$ cat src/rtl/alu_pkg.sv
// alu_pkg: opcode constants, legal-opcode check and default width shared by the ALU and its issue stage
package alu_pkg;
   localparam int W_DEF = 16;
   typedef enum logic [3:0] {
      OP_NOOP  = 4'd0,
      OP_ADD   = 4'd1,
      OP_SUB   = 4'd2,
      OP_MULT  = 4'd3,
      OP_DIV   = 4'd4,
      OP_AND   = 4'd5,
      OP_OR    = 4'd6,
      OP_XOR   = 4'd7,
      OP_NOT   = 4'd8,
      OP_RESET = 4'd15
   } opcode_e;
   // 9..14 are unassigned encodings
   function automatic logic is_legal(input logic [3:0] op);
      return op <= 4'd8 || op == 4'd15;
   endfunction
endpackage

$ cat src/rtl/cmd_fifo.sv
// cmd_fifo: DEPTH x WIDTH register FIFO; caller must gate push with !full and pop with !empty
// Ports: clk, clear (async reset), push/din write side, pop/dout read side (dout shows head),
// count occupancy, full, empty.
module cmd_fifo #(
   parameter int WIDTH = 36,
   parameter int DEPTH = 4,
   localparam int AW = $clog2(DEPTH)
) (
   input  logic             clk,
   input  logic             clear,
   input  logic             push,
   input  logic [WIDTH-1:0] din,
   input  logic             pop,
   output logic [WIDTH-1:0] dout,
   output logic [AW:0]      count,
   output logic             full,
   output logic             empty
);
   localparam logic [AW:0] FULL_CNT = (AW+1)'(DEPTH);
   logic [WIDTH-1:0] mem [DEPTH];
   logic [AW-1:0] wr, rd;
   assign dout  = mem[rd];
   assign full  = count == FULL_CNT;
   assign empty = count == '0;
   // storage needs no reset: a clear rewinds the pointers, which discards the contents
   always_ff @(posedge clk)
      if (push) mem[wr] <= din;
   always_ff @(posedge clk or posedge clear)
      if (clear) begin
         wr    <= '0;
         rd    <= '0;
         count <= '0;
      end else begin
         if (push) wr <= wr + 1'b1;
         if (pop) rd <= rd + 1'b1;
         count <= (push && !pop) ? count + 1'b1 : (pop && !push) ? count - 1'b1 : count;
      end
endmodule

$ cat src/rtl/alu_cmd_issue.sv
// alu_cmd_issue: buffers ALU commands and issues one per cycle, screening bad opcodes and divide-by-zero to NOOP
// Ports: clk, clear (async reset); in_valid/in_ready/in_opcode/in_a/in_b command input;
// stall suppresses issue; alu_opcode/alu_input1/alu_input2/issue_valid registered ALU drive;
// count FIFO occupancy; err_bad_op/err_div0 sticky flags cleared by err_clr.
module alu_cmd_issue
   import alu_pkg::*;
#(
   parameter int W = W_DEF,
   parameter int DEPTH = 4,
   localparam int CW = $clog2(DEPTH) + 1
) (
   input  logic          clk,
   input  logic          clear,
   input  logic          in_valid,
   output logic          in_ready,
   input  logic [3:0]    in_opcode,
   input  logic [W-1:0]  in_a,
   input  logic [W-1:0]  in_b,
   input  logic          stall,
   output logic [3:0]    alu_opcode,
   output logic [W-1:0]  alu_input1,
   output logic [W-1:0]  alu_input2,
   output logic          issue_valid,
   output logic [CW-1:0] count,
   output logic          err_bad_op,
   output logic          err_div0,
   input  logic          err_clr
);
   logic [2*W+3:0] head;
   logic full, empty, push, pop, bad, div0;
   logic [3:0] h_op;
   logic [W-1:0] h_a, h_b;
   cmd_fifo #(.WIDTH(2*W+4), .DEPTH(DEPTH)) u_fifo (
      .clk(clk), .clear(clear), .push(push), .din({in_opcode, in_a, in_b}),
      .pop(pop), .dout(head), .count(count), .full(full), .empty(empty)
   );
   assign in_ready = !full;
   assign push = in_valid && !full;
   assign pop  = !stall && !empty;
   assign {h_op, h_a, h_b} = head;
   assign bad  = !is_legal(h_op);
   // bad opcode takes priority, so a divide-by-zero flag only comes from a genuine DIV
   assign div0 = !bad && h_op == OP_DIV && h_b == '0;
   always_ff @(posedge clk or posedge clear)
      if (clear) begin
         alu_opcode  <= OP_NOOP;
         alu_input1  <= '0;
         alu_input2  <= '0;
         issue_valid <= 1'b0;
         err_bad_op  <= 1'b0;
         err_div0    <= 1'b0;
      end else begin
         // idle cycles issue NOOP with operands held so the ALU recirculates its result
         alu_opcode  <= (pop && !bad && !div0) ? h_op : OP_NOOP;
         issue_valid <= pop;
         if (pop) begin
            alu_input1 <= h_a;
            alu_input2 <= h_b;
         end
         err_bad_op <= (pop && bad) || (err_bad_op && !err_clr);
         err_div0   <= (pop && div0) || (err_div0 && !err_clr);
      end
endmodule
$ cat config.mk
export PLATFORM = sky130hd
export DESIGN_NAME = alu_cmd_issue
export DESIGN_NICKNAME = d
export VERILOG_FILES = /design/src/rtl/alu_pkg.sv /design/src/rtl/cmd_fifo.sv /design/src/rtl/alu_cmd_issue.sv
export SDC_FILE = /design/constraint.sdc
export NUM_CORES = 1
export LEC_CHECK = 0
export CORE_ASPECT_RATIO = 1.5
export CORE_MARGIN = 2
export CORE_UTILIZATION = 59
export DETAILED_ROUTE_END_ITERATION = 10
export PLACE_DENSITY = 0.9
export SETUP_SLACK_MARGIN = 0.5
export SLEW_MARGIN = 25
export SYNTH_ARGS = -nofsm -noshare
export SYNTH_HDL_FRONTEND = slang
export SYNTH_SLANG_ARGS = --single-unit
$ cat constraint.sdc
create_clock -name clk -period 6.6 [get_ports clk]
set_input_delay 1.32 -clock clk [delete_from_list [all_inputs] [get_ports clk]]
set_output_delay 1.32 -clock clk [all_outputs]
set_load 0.02 [all_outputs]
==> flow_metrics.env <==
export IMPL_combPwrFrac_pct=30.8
export IMPL_num_vias=3773
export IMPL_cts_hold_buf=0
export IMPL_switchingPower_mw=1.27
export IMPL_post_cts_buffers=0
export IMPL_h_tree_depth=4
export IMPL_dieArea_sq_um=12900
export IMPL_synth_cells=388
export IMPL_drc_errors=0
export IMPL_tns_ps=0
export IMPL_cap_violations=0
export IMPL_root_buffer="clkbuf_16"
export IMPL_nets=524
export IMPL_grt_ovfl_total=0
export IMPL_cts_tree="yes"
export IMPL_r2r_slack_ps=3760
export IMPL_avgViaCountPerCell=5.87
export IMPL_min_to="alu_input2[1]"
export IMPL_area_growth_syn_to_layout_pct=22.2
export IMPL_wl_per_cell_um=21.7
export IMPL_clock_path_buffers=2
export IMPL_drt_total_wl_um=13900
export IMPL_min_delay_start="alu_input2[1]"
export IMPL_fp_dieH_um=138
export IMPL_synth_yosys_warnings=0
export IMPL_place_hpwl_um=8070
export IMPL_synth_area_sq_um=7100
export IMPL_setup_viol_count_final=0
export IMPL_design_area_sq_um=8670
export IMPL_cp_max_fo=38
export IMPL_place_gp_congestion=0.720
export IMPL_rows=49
export IMPL_drtAntennaViolNets=0
export IMPL_initial_utilization_pct=59.7
export IMPL_synth_nets=435
export IMPL_power_share_sequential_pct=44.3
export IMPL_p_per_area_nw_per_um2=469
export IMPL_end_kind="register"
export IMPL_place_area_sq_um=8070
export IMPL_p_clk_share_pct=24.9
export IMPL_hold_depth=2
export IMPL_p_int_mw=2.80
export IMPL_rsz0062_at_grt="false"
export IMPL_grt_usage_pct=23.1
export IMPL_layout_common_cells="edfxtp_1, nand2_1, clkdlybuf4s50_1"
export IMPL_synth_edf_count=144
export IMPL_worstHoldPathType="reg2reg"
export IMPL_clock_sinks=190
export IMPL_grt_pass1_vias=4051
export IMPL_asyncSetResetFlopFracSynth_pct=24.2
export IMPL_synth_seq_cells=190
export IMPL_peakVddDrop_mv=0.243
export IMPL_fmax_mhz=303
export IMPL_grt_pass1_wl_um=21700
export IMPL_start_kind="input port"
export IMPL_grt_max_degree=47
export IMPL_clk_latency_ps=430
export IMPL_numCtsBuffers=17
export IMPL_drtIter0Drc=352
export IMPL_timing_rr_end="alu_opcode[2]"
export IMPL_final_common_cell="edfxtp_1"
export IMPL_crit_type="in2reg"
export IMPL_rr_startpoint="u_fifo.rd[0]"
export IMPL_critical_path_required_ps=6950
export IMPL_dieWidth_um=93.6
export IMPL_r2r_cells=4
export IMPL_syn_area_per_cell_sq_um=18.3
export IMPL_min_period_over_period_pct=50.0
export IMPL_skew_ps=10.7
export IMPL_drive_above_1_share_pct=15.3
export IMPL_crit_arrival_ps=3660
export IMPL_yosysSeqAreaShare_pct=77.2
export IMPL_synth_flop_cell="edfxtp_1"
export IMPL_p_leak_nw=3.19
export IMPL_hold_viol=0
export IMPL_outcome="finished clean"
export IMPL_design_core_area_sq_um=11900
export IMPL_antenna_found_initial=0
export IMPL_io_pins=84
export IMPL_io_buffers=83
export IMPL_clk_pin_slew_ps=60
export IMPL_final_max_slew_viol_count=0
export IMPL_antenna_cells=0
export IMPL_dr_pass1_iters=5
export IMPL_max_slew_margin_pct=33.7
export IMPL_min_period_ps=3300
export IMPL_worst_slew_pin_slew_ps=995
export IMPL_switching_share_pct=31.2
export IMPL_cts_resized=0
export IMPL_ys_types=31
==> metrics by stage <==
step	worst slack, ps	total power, mW	hold WS (ps)	instances	util, %
3_5_place_dp	2490	3.06	461	611	67.9
4_1_cts	2810	4.10	480	643	72.9
6_report	3300	4.07	473	643	72.9
2_1_floorplan	3490	2.57	534	388	-
5_1_grt	3200	4.24	502	643	72.9
3_3_place_gp	2620	2.99	461	611	67.9
==> cell families after synthesis <==
group           Yosys count  synth area share [%]
flops                   190                  77.2
simple gates            122                  7.25
mux                      38                  12.0
buf+inv                  22                  1.34
xor+xnor                  6                 0.740
fa+ha+maj                 6                  1.16
compound gates            4                 0.406
==> registers in the layout, summed over array words and instances, names as in the netlist <==
signal        count
u_fifo.mem      144
alu_input1       16
alu_input2       16
alu_opcode        4
u_fifo.count      3
u_fifo.rd         2
u_fifo.wr         2
err_bad_op        1
err_div0          1
issue_valid       1
==> power by group through the flow <==
| stage | Sequential (mW) | Clock, mW | Combinational, mW |
|---|---|---|---|
| after detailed placement | 1.82 | 0 | 1.24 |
| after floorplan | 1.89 | 0 | 0.672 |
| after global routing | 1.83 | 1.06 | 1.34 |
| after global placement | 1.80 | 0 | 1.19 |
| after CTS | 1.81 | 1.02 | 1.27 |
| final | 1.80 | 1.01 | 1.25 |
==> worst max-delay path, stage by stage <==
cell	delay, ps
clkdlybuf4s50_1	470
or2_2	660
ha_1	320
inv_1	70
fa_1	380
xor2_1	170
nor2_1	110
xor2_1	140
==> how the worst max path moves through the flow <==
stage | startpoint | to | slack [ps] | cells after the start
after floorplan | stall | u_fifo.count[2] | 3490 | 9
after global placement | stall | u_fifo.rd[1] | 2620 | 5
after detailed placement | stall | u_fifo.rd[1] | 2490 | 5
after CTS | stall | u_fifo.rd[1] | 2810 | 5
after global routing | stall | u_fifo.count[2] | 3200 | 8
final | stall | u_fifo.count[2] | 3300 | 8
==> synthesized netlist by cell type, types with 2 or more instances <==
cell type	count	area (sq um)
and2_1	3	18.8
and3_1	4	25.0
buf_1	2	7.51
buf_2	4	20.0
clkbuf_1	8	30.0
dfrtp_1	46	1150
edfxtp_1	144	4320
ha_1	5	62.6
inv_1	6	22.5
mux2_2	2	22.5
mux4_1	4	105
mux4_2	32	721
nand2_1	98	368
nand3_1	3	15.0
nor2_1	3	11.3
nor4_1	2	12.5
o22ai_1	2	12.5
or2_2	2	12.5
or4_1	2	15.0
xnor2_1	4	35.0
xor2_1	2	17.5
==> per-layer routing <==
metal / up-vias / routed length [um] / global-route usage [%]
li1: 1635 / - / -
met1: 1942 / 5130 / 27.5
met2: 164 / 7700 / 39.6
met3: 32 / 746 / 5.89
met4: 0 / 354 / 9.99
met5: - / 0 / 0
==> layout make-up <==
type	instances	area, sq um
inverter	7	27.5
fill	688	3220
sequential	190	5480
tap	153	191
clock buffer	24	524
clock inverter	8	75.1
multi-input combinational	176	1530
timing repair buffer	85	846
Power figures use the tool's default switching activity.
